**config.mk**
```make
export PLATFORM = sky130hd
export DESIGN_NAME = alu_sequencer
export DESIGN_NICKNAME = d
export VERILOG_FILES = /design/src/rtl/alu_seq_pkg.sv /design/src/rtl/alu_cmd_decode.sv /design/src/rtl/alu_sequencer.sv
export SDC_FILE = /design/constraint.sdc
export NUM_CORES = 1
export LEC_CHECK = 0
export CAP_MARGIN = 10
export CORE_MARGIN = 1
export CORE_UTILIZATION = 38
export CTS_BUF_LIST = sky130_fd_sc_hd__clkbuf_8
export DETAILED_ROUTE_END_ITERATION = 16
export PLACE_DENSITY = 0.78
export SYNTH_ARGS = -nofsm -noshare
export SYNTH_HDL_FRONTEND = slang
export SYNTH_SLANG_ARGS = --single-unit
```
**constraint.sdc**
```tcl
create_clock -name clk_i -period 1.4 [get_ports clk_i]
set_input_delay 0.21 -clock clk_i [delete_from_list [all_inputs] [get_ports clk_i]]
set_output_delay 0.21 -clock clk_i [all_outputs]
set_load 0.005 [all_outputs]
```
**src/rtl/alu_seq_pkg.sv**
```systemverilog
// Shared encodings for the ALU sequencer: commands, ALU op codes, FSM states.
package alu_seq_pkg;

  localparam int unsigned DATA_W = 32;

  // Request command encodings (8-15 are illegal)
  localparam logic [3:0] CMD_ADD  = 4'd0;
  localparam logic [3:0] CMD_SUB  = 4'd1;
  localparam logic [3:0] CMD_AND  = 4'd2;
  localparam logic [3:0] CMD_OR   = 4'd3;
  localparam logic [3:0] CMD_NOR  = 4'd4;
  localparam logic [3:0] CMD_NAND = 4'd5;
  localparam logic [3:0] CMD_SLT  = 4'd6;
  localparam logic [3:0] CMD_MUL  = 4'd7;

  // ALU operation select
  localparam logic [1:0] OP_AND = 2'b00;
  localparam logic [1:0] OP_OR  = 2'b01;
  localparam logic [1:0] OP_ADD = 2'b10;
  localparam logic [1:0] OP_SLT = 2'b11;

  typedef enum logic [1:0] {
    StIdle,
    StExec,
    StMul,
    StDone
  } state_e;

endpackage

```
**src/rtl/alu_cmd_decode.sv**
```systemverilog
// Combinational command decoder: cmd -> {invert_a, invert_b, op, legal}.
// Macro ALU_SEQ_MUL_EN makes cmd 7 (MUL) legal; otherwise it decodes as illegal.
module alu_cmd_decode
  import alu_seq_pkg::*;
(
  input  logic [3:0] cmd_i,
  output logic       invert_a_o,
  output logic       invert_b_o,
  output logic [1:0] op_o,
  output logic       legal_o
);

  // Table lookup; illegal commands leave every control at zero
  always_comb begin
    invert_a_o = 1'b0;
    invert_b_o = 1'b0;
    op_o       = OP_AND;
    legal_o    = 1'b0;
    unique case (cmd_i)
      CMD_ADD: begin
        op_o    = OP_ADD;
        legal_o = 1'b1;
      end
      CMD_SUB: begin
        invert_b_o = 1'b1;
        op_o       = OP_ADD;
        legal_o    = 1'b1;
      end
      CMD_AND: begin
        op_o    = OP_AND;
        legal_o = 1'b1;
      end
      CMD_OR: begin
        op_o    = OP_OR;
        legal_o = 1'b1;
      end
      CMD_NOR: begin
        invert_a_o = 1'b1;
        invert_b_o = 1'b1;
        op_o       = OP_AND;
        legal_o    = 1'b1;
      end
      CMD_NAND: begin
        invert_a_o = 1'b1;
        invert_b_o = 1'b1;
        op_o       = OP_OR;
        legal_o    = 1'b1;
      end
      CMD_SLT: begin
        invert_b_o = 1'b1;
        op_o       = OP_SLT;
        legal_o    = 1'b1;
      end
`ifdef ALU_SEQ_MUL_EN
      CMD_MUL: begin
        op_o    = OP_ADD;
        legal_o = 1'b1;
      end
`endif
      default: ;
    endcase
  end

endmodule

```
**src/rtl/alu_sequencer.sv**
```systemverilog
// Sequential front end for the combinational 32-bit ALU. Accepts commands over a
// valid/ready handshake, drives the external ALU, returns result and flags.
// Macro ALU_SEQ_MUL_EN enables the shift-add multiply loop (cmd 7) that reuses
// the ALU adder; without it cmd 7 is reported as illegal.
module alu_sequencer #(
  parameter int unsigned DATA_W    = 32,
  parameter int unsigned MUL_STEPS = 32
) (
  input  logic              clk_i,
  input  logic              rst_n,
  input  logic              req_valid_i,
  output logic              req_ready_o,
  input  logic [3:0]        req_cmd_i,
  input  logic [DATA_W-1:0] req_src1_i,
  input  logic [DATA_W-1:0] req_src2_i,
  output logic              rsp_valid_o,
  input  logic              rsp_ready_i,
  output logic [DATA_W-1:0] rsp_result_o,
  output logic              rsp_zero_o,
  output logic              rsp_overflow_o,
  output logic              rsp_err_o,
  output logic [DATA_W-1:0] alu_src1_o,
  output logic [DATA_W-1:0] alu_src2_o,
  output logic              alu_invert_a_o,
  output logic              alu_invert_b_o,
  output logic [1:0]        alu_operation_o,
  input  logic [DATA_W-1:0] alu_result_i,
  input  logic              alu_zero_i,
  input  logic              alu_overflow_i
);
  import alu_seq_pkg::*;

  state_e            state_q;
  logic [3:0]        cmd_q;
  logic [DATA_W-1:0] src1_q, src2_q;
  logic              rsp_valid_q, rsp_zero_q, rsp_overflow_q, rsp_err_q;
  logic [DATA_W-1:0] rsp_result_q;

  logic              dec_inv_a, dec_inv_b, dec_legal;
  logic [1:0]        dec_op;

`ifdef ALU_SEQ_MUL_EN
  localparam int unsigned StepW = $clog2(MUL_STEPS);
  logic [DATA_W-1:0] acc_q, mcand_q, mplier_q;
  logic [StepW-1:0]  step_q;
`endif

  alu_cmd_decode u_decode (
    .cmd_i     (cmd_q),
    .invert_a_o(dec_inv_a),
    .invert_b_o(dec_inv_b),
    .op_o      (dec_op),
    .legal_o   (dec_legal)
  );

  // FSM with latched request, multiply datapath and registered response
  always_ff @(posedge clk_i or negedge rst_n) begin
    if (!rst_n) begin
      state_q        <= StIdle;
      cmd_q          <= '0;
      src1_q         <= '0;
      src2_q         <= '0;
      rsp_valid_q    <= 1'b0;
      rsp_result_q   <= '0;
      rsp_zero_q     <= 1'b0;
      rsp_overflow_q <= 1'b0;
      rsp_err_q      <= 1'b0;
`ifdef ALU_SEQ_MUL_EN
      acc_q          <= '0;
      mcand_q        <= '0;
      mplier_q       <= '0;
      step_q         <= '0;
`endif
    end else begin
      unique case (state_q)
        StIdle: begin
          if (req_valid_i) begin
            cmd_q  <= req_cmd_i;
            src1_q <= req_src1_i;
            src2_q <= req_src2_i;
`ifdef ALU_SEQ_MUL_EN
            if (req_cmd_i == CMD_MUL) begin
              acc_q    <= '0;
              mcand_q  <= req_src1_i;
              mplier_q <= req_src2_i;
              step_q   <= '0;
              state_q  <= StMul;
            end else begin
              state_q  <= StExec;
            end
`else
            state_q <= StExec;
`endif
          end
        end
        StExec: begin
          rsp_valid_q <= 1'b1;
          if (dec_legal) begin
            rsp_result_q   <= alu_result_i;
            rsp_zero_q     <= alu_zero_i;
            rsp_overflow_q <= alu_overflow_i;
            rsp_err_q      <= 1'b0;
          end else begin
            rsp_result_q   <= '0;
            rsp_zero_q     <= 1'b1;
            rsp_overflow_q <= 1'b0;
            rsp_err_q      <= 1'b1;
          end
          state_q <= StDone;
        end
`ifdef ALU_SEQ_MUL_EN
        StMul: begin
          acc_q    <= alu_result_i;
          mcand_q  <= mcand_q << 1;
          mplier_q <= mplier_q >> 1;
          step_q   <= step_q + 1'b1;
          // The adder output of the final step is the product
          if (step_q == StepW'(MUL_STEPS - 1)) begin
            rsp_valid_q    <= 1'b1;
            rsp_result_q   <= alu_result_i;
            rsp_zero_q     <= (alu_result_i == '0);
            rsp_overflow_q <= 1'b0;
            rsp_err_q      <= 1'b0;
            state_q        <= StDone;
          end
        end
`endif
        StDone: begin
          if (rsp_ready_i) begin
            rsp_valid_q <= 1'b0;
            state_q     <= StIdle;
          end
        end
        default: state_q <= StIdle;
      endcase
    end
  end

  // ALU drive: active only in EXEC (legal command) and MUL, zero elsewhere
  always_comb begin
    alu_src1_o      = '0;
    alu_src2_o      = '0;
    alu_invert_a_o  = 1'b0;
    alu_invert_b_o  = 1'b0;
    alu_operation_o = OP_AND;
    unique case (state_q)
      StExec: begin
        if (dec_legal) begin
          alu_src1_o      = src1_q;
          alu_src2_o      = src2_q;
          alu_invert_a_o  = dec_inv_a;
          alu_invert_b_o  = dec_inv_b;
          alu_operation_o = dec_op;
        end
      end
`ifdef ALU_SEQ_MUL_EN
      StMul: begin
        alu_src1_o      = acc_q;
        alu_src2_o      = mplier_q[0] ? mcand_q : '0;
        alu_operation_o = OP_ADD;
      end
`endif
      default: ;
    endcase
  end

  // Gated by rst_n so the block never advertises ready while held in reset
  assign req_ready_o    = rst_n & (state_q == StIdle);
  assign rsp_valid_o    = rsp_valid_q;
  assign rsp_result_o   = rsp_result_q;
  assign rsp_zero_o     = rsp_zero_q;
  assign rsp_overflow_o = rsp_overflow_q;
  assign rsp_err_o      = rsp_err_q;

endmodule

```
======== Yosys cells after proc, flatten, opt, wreduce, memory -nomap -nowiden ========
Cells that the tools add are included.
word-level totals
  register bits after elaboration ......... 106
  input port bits ......................... 106
  logic and storage cells ................. 54
operators by class
  eq/ne operators ......................... 10
  muxes and demuxes ....................... 23
  bitwise operators ....................... 1
  reduce and logical (&&, ||, !) cells .... 11
operator list
  operator              number
  $mux W32              5
  $eq A4 B3 Y1 const B  3
  $pmux W2 S3           2
  $mux W1               11
  $eq A4 B2 Y1 const B  2
  $mux W2               4
  $reduce_or A7 Y1      1
  $reduce_and A2 Y1     3
  $reduce_or A2 Y1      3
  $eq A4 B1 Y1 const B  1
  $logic_not A4 Y1      1
  $ne A2 B2 Y1 const B  2
  $reduce_or A4 Y1      1
  $eq A2 B1 Y1 const B  1
  $eq A2 B2 Y1 const B  1
  $logic_not A2 Y1      1
  $pmux W1 S2           1
  $reduce_bool A2 Y1    1
  $and A1 B1 Y1         1

======== Longest topological paths before layout ========
Gate-level depths: netlist of run 1.
  depth after elaboration ................. 5
  mapped depth ............................ 5
  depth with buffers taken out ............ 2

======== By module ========
A second synthesis of run 1 with hierarchy kept.
second synthesis, totals
  cell total of the unflattened synthesis .. 387
  area, all modules ....................... 4720.8 µm²
by module, submodules not included
  module          times used  cells an instance  area each (µm²)  sequential area each (µm²)
  alu_sequencer   1           377                4642.0           2652.5
  alu_cmd_decode  1           10                 78.8             0.0

======== Least setup slack after synthesis of run 1 ========
Ideal clock, no wire load.
  path type ............................... register to register
  start ................................... register state_q[1]
  end ..................................... register src2_q[15]
  library setup time ...................... 125 ps
  arrival time ............................ 1419 ps
  setup slack ............................. -144 ps
  cell stages (with the launch flop) ...... 6
  path buffers ............................ 3
  clock period less this slack ............ 1544 ps
  cell sequence ........................... dfrtp_1 buf_2 nor3b_2 buf_4 buf_6 mux2_2
between the ends
  word-level cells in the longest chain between the ends .. 2
RTL lines
  item                         RTL line              RTL
  start, declared              alu_sequencer.sv:33   state_e state_q;
  start signal, assigned       alu_sequencer.sv:59   state_q <= StIdle;
  start signal, assigned       alu_sequencer.sv:92   state_q <= StExec;
  start signal, assigned       alu_sequencer.sv:109  state_q <= StDone;
  $logic_not A2 Y1             alu_sequencer.sv:75   unique case (state_q)
  $reduce_and A2 Y1 (no line)  --
  end signal, assigned         alu_sequencer.sv:80   src2_q <= req_src2_i;
  end, declared                alu_sequencer.sv:35   logic [DATA_W-1:0] src1_q, src2_q;
Every way passes these cells.
A chain may end at the register's enable or synchronous reset.

======== Worst setup path after layout of run 1 ========
  start ................................... register state_q[1]
  end ..................................... output alu_invert_b_o
between the ends
  word-level cells in the longest chain between the ends .. 2
RTL lines
  item           RTL line              RTL
  $eq A2 B1 Y1   alu_sequencer.sv:146  unique case (state_q)
  $mux W1        alu_sequencer.sv:146
  end, declared  alu_sequencer.sv:25   output logic alu_invert_b_o,
Every way passes these cells.

==> results of run 1 <==
state kept, by name (all words and copies together), names as in the netlist:
| register | count |
|---|---|
| rsp_zero_o | 1 |
| rsp_result_o | 32 |
| rsp_valid_o | 1 |
| src1_q | 32 |
| rsp_err_o | 1 |
| src2_q | 32 |
| state_q | 2 |
| cmd_q | 4 |
| rsp_overflow_o | 1 |
where the power goes:
group          leakage [nW]  switching, mW  internal [mW]
registers              1.29          0.870           4.49
clock network        0.0945           1.09          0.876
logic                  2.64           3.59           6.70
tightest hold or removal path: stages:
cell                              delay [ns]
sky130_fd_sc_hd__clkdlybuf4s50_1        0.42
sky130_fd_sc_hd__inv_1                  0.06
sky130_fd_sc_hd__a32oi_1                0.09
cell usage after synthesis, drive strengths merged, types with 2 or more instances:
library cell | count | area (µm²)
a211oi | 2 | 15.0
a21o | 2 | 15.0
a21oi | 2 | 10.0
a32o | 33 | 330
and3 | 64 | 400
buf | 19 | 111
clkbuf | 16 | 60.1
dfrtp | 106 | 2650
inv | 3 | 11.3
mux2 | 68 | 766
nor3b | 4 | 46.3
per-stage QoR:
step | utilization (%) | TNS, ns | setup slack, ns
floorplan | - | -1.66 | -0.0498
global placement | 61.3 | -51.95 | -0.485
detailed placement | 61.3 | -53.63 | -0.501
CTS | 68.2 | -69.46 | -0.866
global route | 74.3 | -89.60 | -0.778
finish | 74.3 | -78.13 | -0.690
per-layer routing:
metal | part of all wire, % | GRT usage (%) | up-vias | wire (µm)
li1 | - | - | 1789 | -
met1 | 39 | 27.9 | 2019 | 6240
met3 | 6.4 | 6.29 | 23 | 1030
met2 | 52 | 39.9 | 159 | 8310
met4 | 2.1 | 8.36 | 0 | 339
met5 | 0 | 0 | - | 0
area by class of cell:
cell class / count / area [µm²]
fill: 746 / 2950
tap: 143 / 179
clock buffer: 10 / 138
clock inverter: 6 / 66.3
sequential: 106 / 2660
antenna: 1 / 2.50
inverter: 3 / 11.3
multi-input combinational: 187 / 2210
timing repair buffer: 301 / 3260
worst max-delay path by stage:
stage	slack (ns)	to	start	cells after the start
after floorplan	-0.05	src2_q[10]	state_q[1]	5
after global placement	-0.48	alu_invert_a_o	state_q[1]	3
after detailed placement	-0.50	alu_invert_a_o	state_q[1]	3
after CTS	-0.87	alu_src2_o[4]	state_q[1]	5
after global routing	-0.78	alu_src1_o[31]	cmd_q[3]	8
final	-0.69	alu_invert_b_o	state_q[1]	6
cells by family after synthesis:
group                  share of synthesized area, %
XOR/XNOR                                      0.194
flip-flops                                     58.9
buffers and inverters                          4.06
AND/OR/NAND/NOR                                11.1
multiplexers                                   17.0
AO/OA/AOI/OAI                                  8.78
repair_timing:
| item | in CTS | in global routing |
|---|---|---|
| gates cloned | 9 | 7 |
| gates resized for setup | 275 | 245 |
| setup buffers | 35 | 29 |
| setup endpoints to repair | 202 | 171 |
| pin swaps | 28 | 32 |
| hold endpoints to repair | 106 | 0 |
| hold buffers | 1 | 0 |
==> impl_metrics.yaml, run 1 <==
sta:
  worst-slew-pin-transition_ns: 0.575
  final_min_period_over_clock_period_pct: 149
  hold_violations: 0
  fin_ws_ns: -0.690
  rsz0062_at_grt: "yes"
  count_of_pins_over_their_slew_limit: 0
  worst_hold_slack_ns: 0.433
  timing.max_slew.rel_slack_pct: 61.7
  fmax_mhz: 478
  report.final.setup_viol: 171
  final.setup_skew_ns: 0.00872
  layout_min_cycle_time_ns: 2.09
critical_path:
  end_kind: "output pin"
  crit_fanout: 3
  crit_path_arrival_time_ns: 1.88
  timing.rr.end: "src1_q[20]"
  crit_required_ns: 1.19
  worst_r2r_startpoint: "state_q[1]"
  worstPathCellList: "buf_6 > or3b_4 > buf_6 > buf_6 > a211oi_2 > buf_2"
  critPathBufInv: 4
  cell_family_contributing_the_most_delay_on_the_critical_path: "buffers and inverters"
  critical_path.startpoint_type: "flop"
  worst-r2r-setup-slack_ns: -0.58
  critical-path-top-cell-by-count: "sky130_fd_sc_hd__buf_6"
  cpMaxStageDelayCell: "sky130_fd_sc_hd__dfrtp_1"
  rr_worst_depth: 9
  critical-path-max-stage-delay_ns: 0.43
  critical_path_class: "flop to output pin"
floorplan:
  chipHeight_um: 111
  floorplan.rows: 39
  initial_standard_cell_utilization_of_the_core_pct: 39.3
  fp.coreArea_mm2: 0.0115
  die_width_um: 111
  io_pins: 211
  dieArea_mm2: 0.0123
drt:
  drtPass1Iterations: 4
  detail_route.iter0.violations: 231
  finalWirelength_mm: 15.9
  post_drt_via_cell_ratio: 5.27
  route.detailed.drc: 0
  num_vias: 3990
  antenna_violating_nets_post_route: 0
  wl_per_cell_um: 21.0
finish:
  most_frequent_cells_in_the_layout: "sky130_fd_sc_hd__dfrtp_1 (104), sky130_fd_sc_hd__clkdlybuf4s50_1 (104), sky130_fd_sc_hd__buf_6 (71), sky130_fd_sc_hd__mux2_4 (68), sky130_fd_sc_hd__and3_4 (48)"
  drive_above_1_share_pct: 49.9
  final_cells: 757
  finish.instance_area_mm2: 0.00852
  design.final.nets: 714
  area_growth_syn_to_fin_pct: 89.1
place:
  buffer_ports.inserted: 210
  place.detailed.instances: 677
  gp_congestion: 0.747
  dp.final_hpwl_mm: 8.81
  placedInstanceArea_mm2: 0.00702
clock_network:
  clock-sinks: 106
  clkTransAtPathRegs_ns: 0.10
  clk_path_buf_depth: 2
  htree_levels: 3
  cts_buffers: 9
  clock_tree.root_cell: "sky130_fd_sc_hd__clkbuf_8"
  cts_tree: "yes"
  clkLatencyLatePin_ns: 0.38
hold_path:
  hold_path.startpoint: "alu_zero_i"
  min-delay-path-class: "primary input to flop"
  hold_depth: 3
  hold_end: "rsp_zero_o"
yosys:
  yosys.cell_types.count: 29
  synthesis.area_per_instance_um2: 13.6
  synth-seq-cells: 106
  postSynthNetCount: 437
  ys.warnings.count: 0
  async_flop_share_pct: 100
  syn-instance-count: 331
  synth-edff-count: 0
  synth_sequential_area_ratio_pct: 58.9
  post_synth_instance_area_mm2: 0.00450
  synth_top_flop_cell: "sky130_fd_sc_hd__dfrtp_1"
power_and_ir_drop:
  power_per_cell_area_mw_per_mm2: 2070
  p_total_mw: 17.6
  peakVddDrop_mv: 1.16
  leakage_nw: 4.02
global_routing:
  grt_pass1_vias: 4134
  grt_pass1_wl_mm: 22.3
  gr-usage-all-layers_pct: 23.2
  grt_antenna_before_repair: 1
  grt_remaining_overflow: 0
  grt_max_degree: 107
outcome:
  violations: "negative setup slack"
  outcome: "finished with violations"
run:
  drv_cap: 0
(Power assumes the default switching activity.)
==> inputs of run 2 (changes only) <==
--- a/config.mk
+++ b/config.mk
@@ -10,7 +10,9 @@
 export CORE_UTILIZATION = 38
 export CTS_BUF_LIST = sky130_fd_sc_hd__clkbuf_8
 export DETAILED_ROUTE_END_ITERATION = 16
+export MAX_ROUTING_LAYER = met4
 export PLACE_DENSITY = 0.78
+export SLEW_MARGIN = 20
 export SYNTH_ARGS = -nofsm -noshare
 export SYNTH_HDL_FRONTEND = slang
 export SYNTH_SLANG_ARGS = --single-unit
==> run 2 against run 1 <==
Effect of this change:
- the run still ends with negative setup slack left
- clock skew barely moved
- critical path depth did not move
- count of clock-buffer cells in the layout did not move
- maximum frequency fell by 0.15%
- sequential share of layout area rose by 0.51 points
- sequential power fell by 0.7%
- wire length fell by 3.4%
- final area fell by 1.6%
- combinational power fell by 5%
- via count fell by 0.50%
- first-iteration DRC count fell by 26%
- critical path type unchanged
==> impl_metrics.yaml, run 2 (synthesized netlist as in run 1, its figures left out) <==
outcome:
  violations: "negative setup slack"
  outcome: "finished with violations"
finish:
  area_growth_syn_to_fin_pct: 86.1
  most_frequent_cells_in_the_layout: "sky130_fd_sc_hd__dfrtp_1 (104), sky130_fd_sc_hd__clkdlybuf4s50_1 (104), sky130_fd_sc_hd__mux2_4 (68), sky130_fd_sc_hd__buf_6 (49)"
  design.final.nets: 710
  final_cells: 753
  drive_above_1_share_pct: 46.0
clock_network:
  htree_levels: 3
  clock_tree.root_cell: "sky130_fd_sc_hd__clkbuf_8"
  clkLatencyLatePin_ns: 0.38
  cts_buffers: 9
  clk_path_buf_depth: 2
  clock-sinks: 106
  clkTransAtPathRegs_ns: 0.10
  cts_tree: "yes"
place:
  buffer_ports.inserted: 210
  dp.final_hpwl_mm: 8.81
  gp_congestion: 0.757
  place.detailed.instances: 677
  pre_cts_slack_ns: -0.501
critical_path:
  worst-r2r-setup-slack_ns: -0.57
  critical-path-top-cell-by-count: "sky130_fd_sc_hd__buf_6"
  critical-path-max-stage-delay_ns: 0.43
  worst_r2r_startpoint: "state_q[1]"
  cpMaxStageDelayCell: "sky130_fd_sc_hd__dfrtp_1"
  critical_path.startpoint_type: "flop"
  timing.rr.end: "src2_q[31]"
  crit_path_arrival_time_ns: 1.88
  worstPathCellList: "buf_6 > or3b_4 > buf_6 > buf_6 > a211oi_2 > buf_2"
  crit_fanout: 3
  rr_worst_depth: 9
  critical_path_class: "flop to output pin"
  crit_required_ns: 1.19
  end_kind: "output pin"
drt:
  post_drt_via_cell_ratio: 5.27
  antenna_violating_nets_post_route: 0
  detail_route.iter0.violations: 170
  num_vias: 3970
  drtPass1Iterations: 4
  route.detailed.drc: 0
  wl_per_cell_um: 20.4
  finalWirelength_mm: 15.4
power_and_ir_drop:
  power.clock.fraction_pct: 11.5
  power_per_cell_area_mw_per_mm2: 2030
  peakVddDrop_mv: 1.12
  comb_power_share_pct: 57.2
  internal_power_mw: 11.7
  p_total_mw: 17.0
  netSwitchingFraction_pct: 31.3
  sequential_power_share_pct: 31.2
  leakage_nw: 3.96
  netSwitchingPower_mw: 5.34
sta:
  count_of_pins_over_their_slew_limit: 0
  rsz0062_at_grt: "yes"
  final.setup_skew_ns: 0.00898
  report.final.setup_viol: 171
  fin_ws_ns: -0.693
  layout_min_cycle_time_ns: 2.09
  worst-slew-pin-transition_ns: 0.568
  final_min_period_over_clock_period_pct: 150
  timing.max_slew.rel_slack_pct: 62.1
  fmax_mhz: 478
  hold_violations: 0
floorplan:
  io_pins: 211
  fp.coreArea_mm2: 0.0115
  dieArea_mm2: 0.0123
  initial_standard_cell_utilization_of_the_core_pct: 39.3
  floorplan.rows: 39
  chipHeight_um: 111
  die_width_um: 111
global_routing:
  gr-usage-all-layers_pct: 24.0
  grt_remaining_overflow: 0
  grt_pass1_vias: 4136
  grt_antenna_before_repair: 1
  grt_pass1_wl_mm: 22.3
  grt_max_degree: 107
hold_path:
  hold_end: "rsp_zero_o"
  hold_path.startpoint: "alu_zero_i"
  min-delay-path-class: "primary input to flop"
  hold_depth: 3
run:
  drv_cap: 0
-- run 2: how the worst max path moves through the flow --
stage,slack (ns),cells after the start,end,start
detailed placement,-0.50,3,alu_invert_a_o,state_q[1]
global placement,-0.48,3,alu_invert_a_o,state_q[1]
CTS,-0.87,5,alu_src2_o[4],state_q[1]
floorplan,-0.05,5,src2_q[10],state_q[1]
global route,-0.78,8,alu_src1_o[31],cmd_q[3]
finish,-0.69,6,alu_invert_b_o,state_q[1]
-- run 2: through the flow --
| stage | hold slack, ns | area (µm²) | TNS [ns] | util, % |
|---|---|---|---|---|
| after floorplan | -0.0856 | 4640 | -1.66 | - |
| after global placement | 0.356 | 7020 | -51.95 | 61.3 |
| after detailed placement | 0.361 | 7020 | -53.63 | 61.3 |
| after CTS | 0.401 | 7830 | -69.46 | 68.2 |
| after global routing | 0.414 | 8380 | -91.16 | 73.1 |
| final | 0.435 | 8380 | -79.25 | 73.1 |
-- run 2: worst max-delay path, delay by kind of cell (launching register included) --
kind / cells / cell delay, ns
AND/OR/NAND/NOR: 1 / 0.39
flip-flops: 1 / 0.43
AO/OA/AOI/OAI: 1 / 0.17
buffers and inverters: 4 / 0.51
-- run 2: per-layer routing --
layer,vias to the layer above,track usage (%),share of wire (%)
li1,1777,-,-
met4,0,8.09,1.6
met2,147,40.0,52
met3,18,5.41,5.6
met1,2028,28.6,40
met5,-,-,0
-- run 2: power by group through the flow --
stage,clock network [mW],registers [mW],logic [mW]
2_1_floorplan,0,5.08,3.64
3_3_place_gp,0,5.21,6.67
3_5_place_dp,0,5.28,6.82
4_1_cts,2.01,5.19,8.03
5_1_grt,2.12,5.46,10.3
6_report,1.96,5.32,9.75
-- run 2: repair_timing --
action,in CTS,in global routing
setup buffers,35,27
setup endpoints to repair,202,171
pin swaps,28,36
cloned,9,5
hold endpoints to repair,106,0
resized for setup,275,180
hold buffers,1,0
-- run 2: area by class of cell --
cell class / instances / area (µm²)
fillers: 755 / 3080
flip-flops and latches: 106 / 2660
well taps: 143 / 179
multi-input cells: 187 / 2110
diodes: 1 / 2.50
clock inverters: 6 / 66.3
clock buffers: 10 / 138
inverters: 3 / 11.3
repair buffers: 297 / 3220
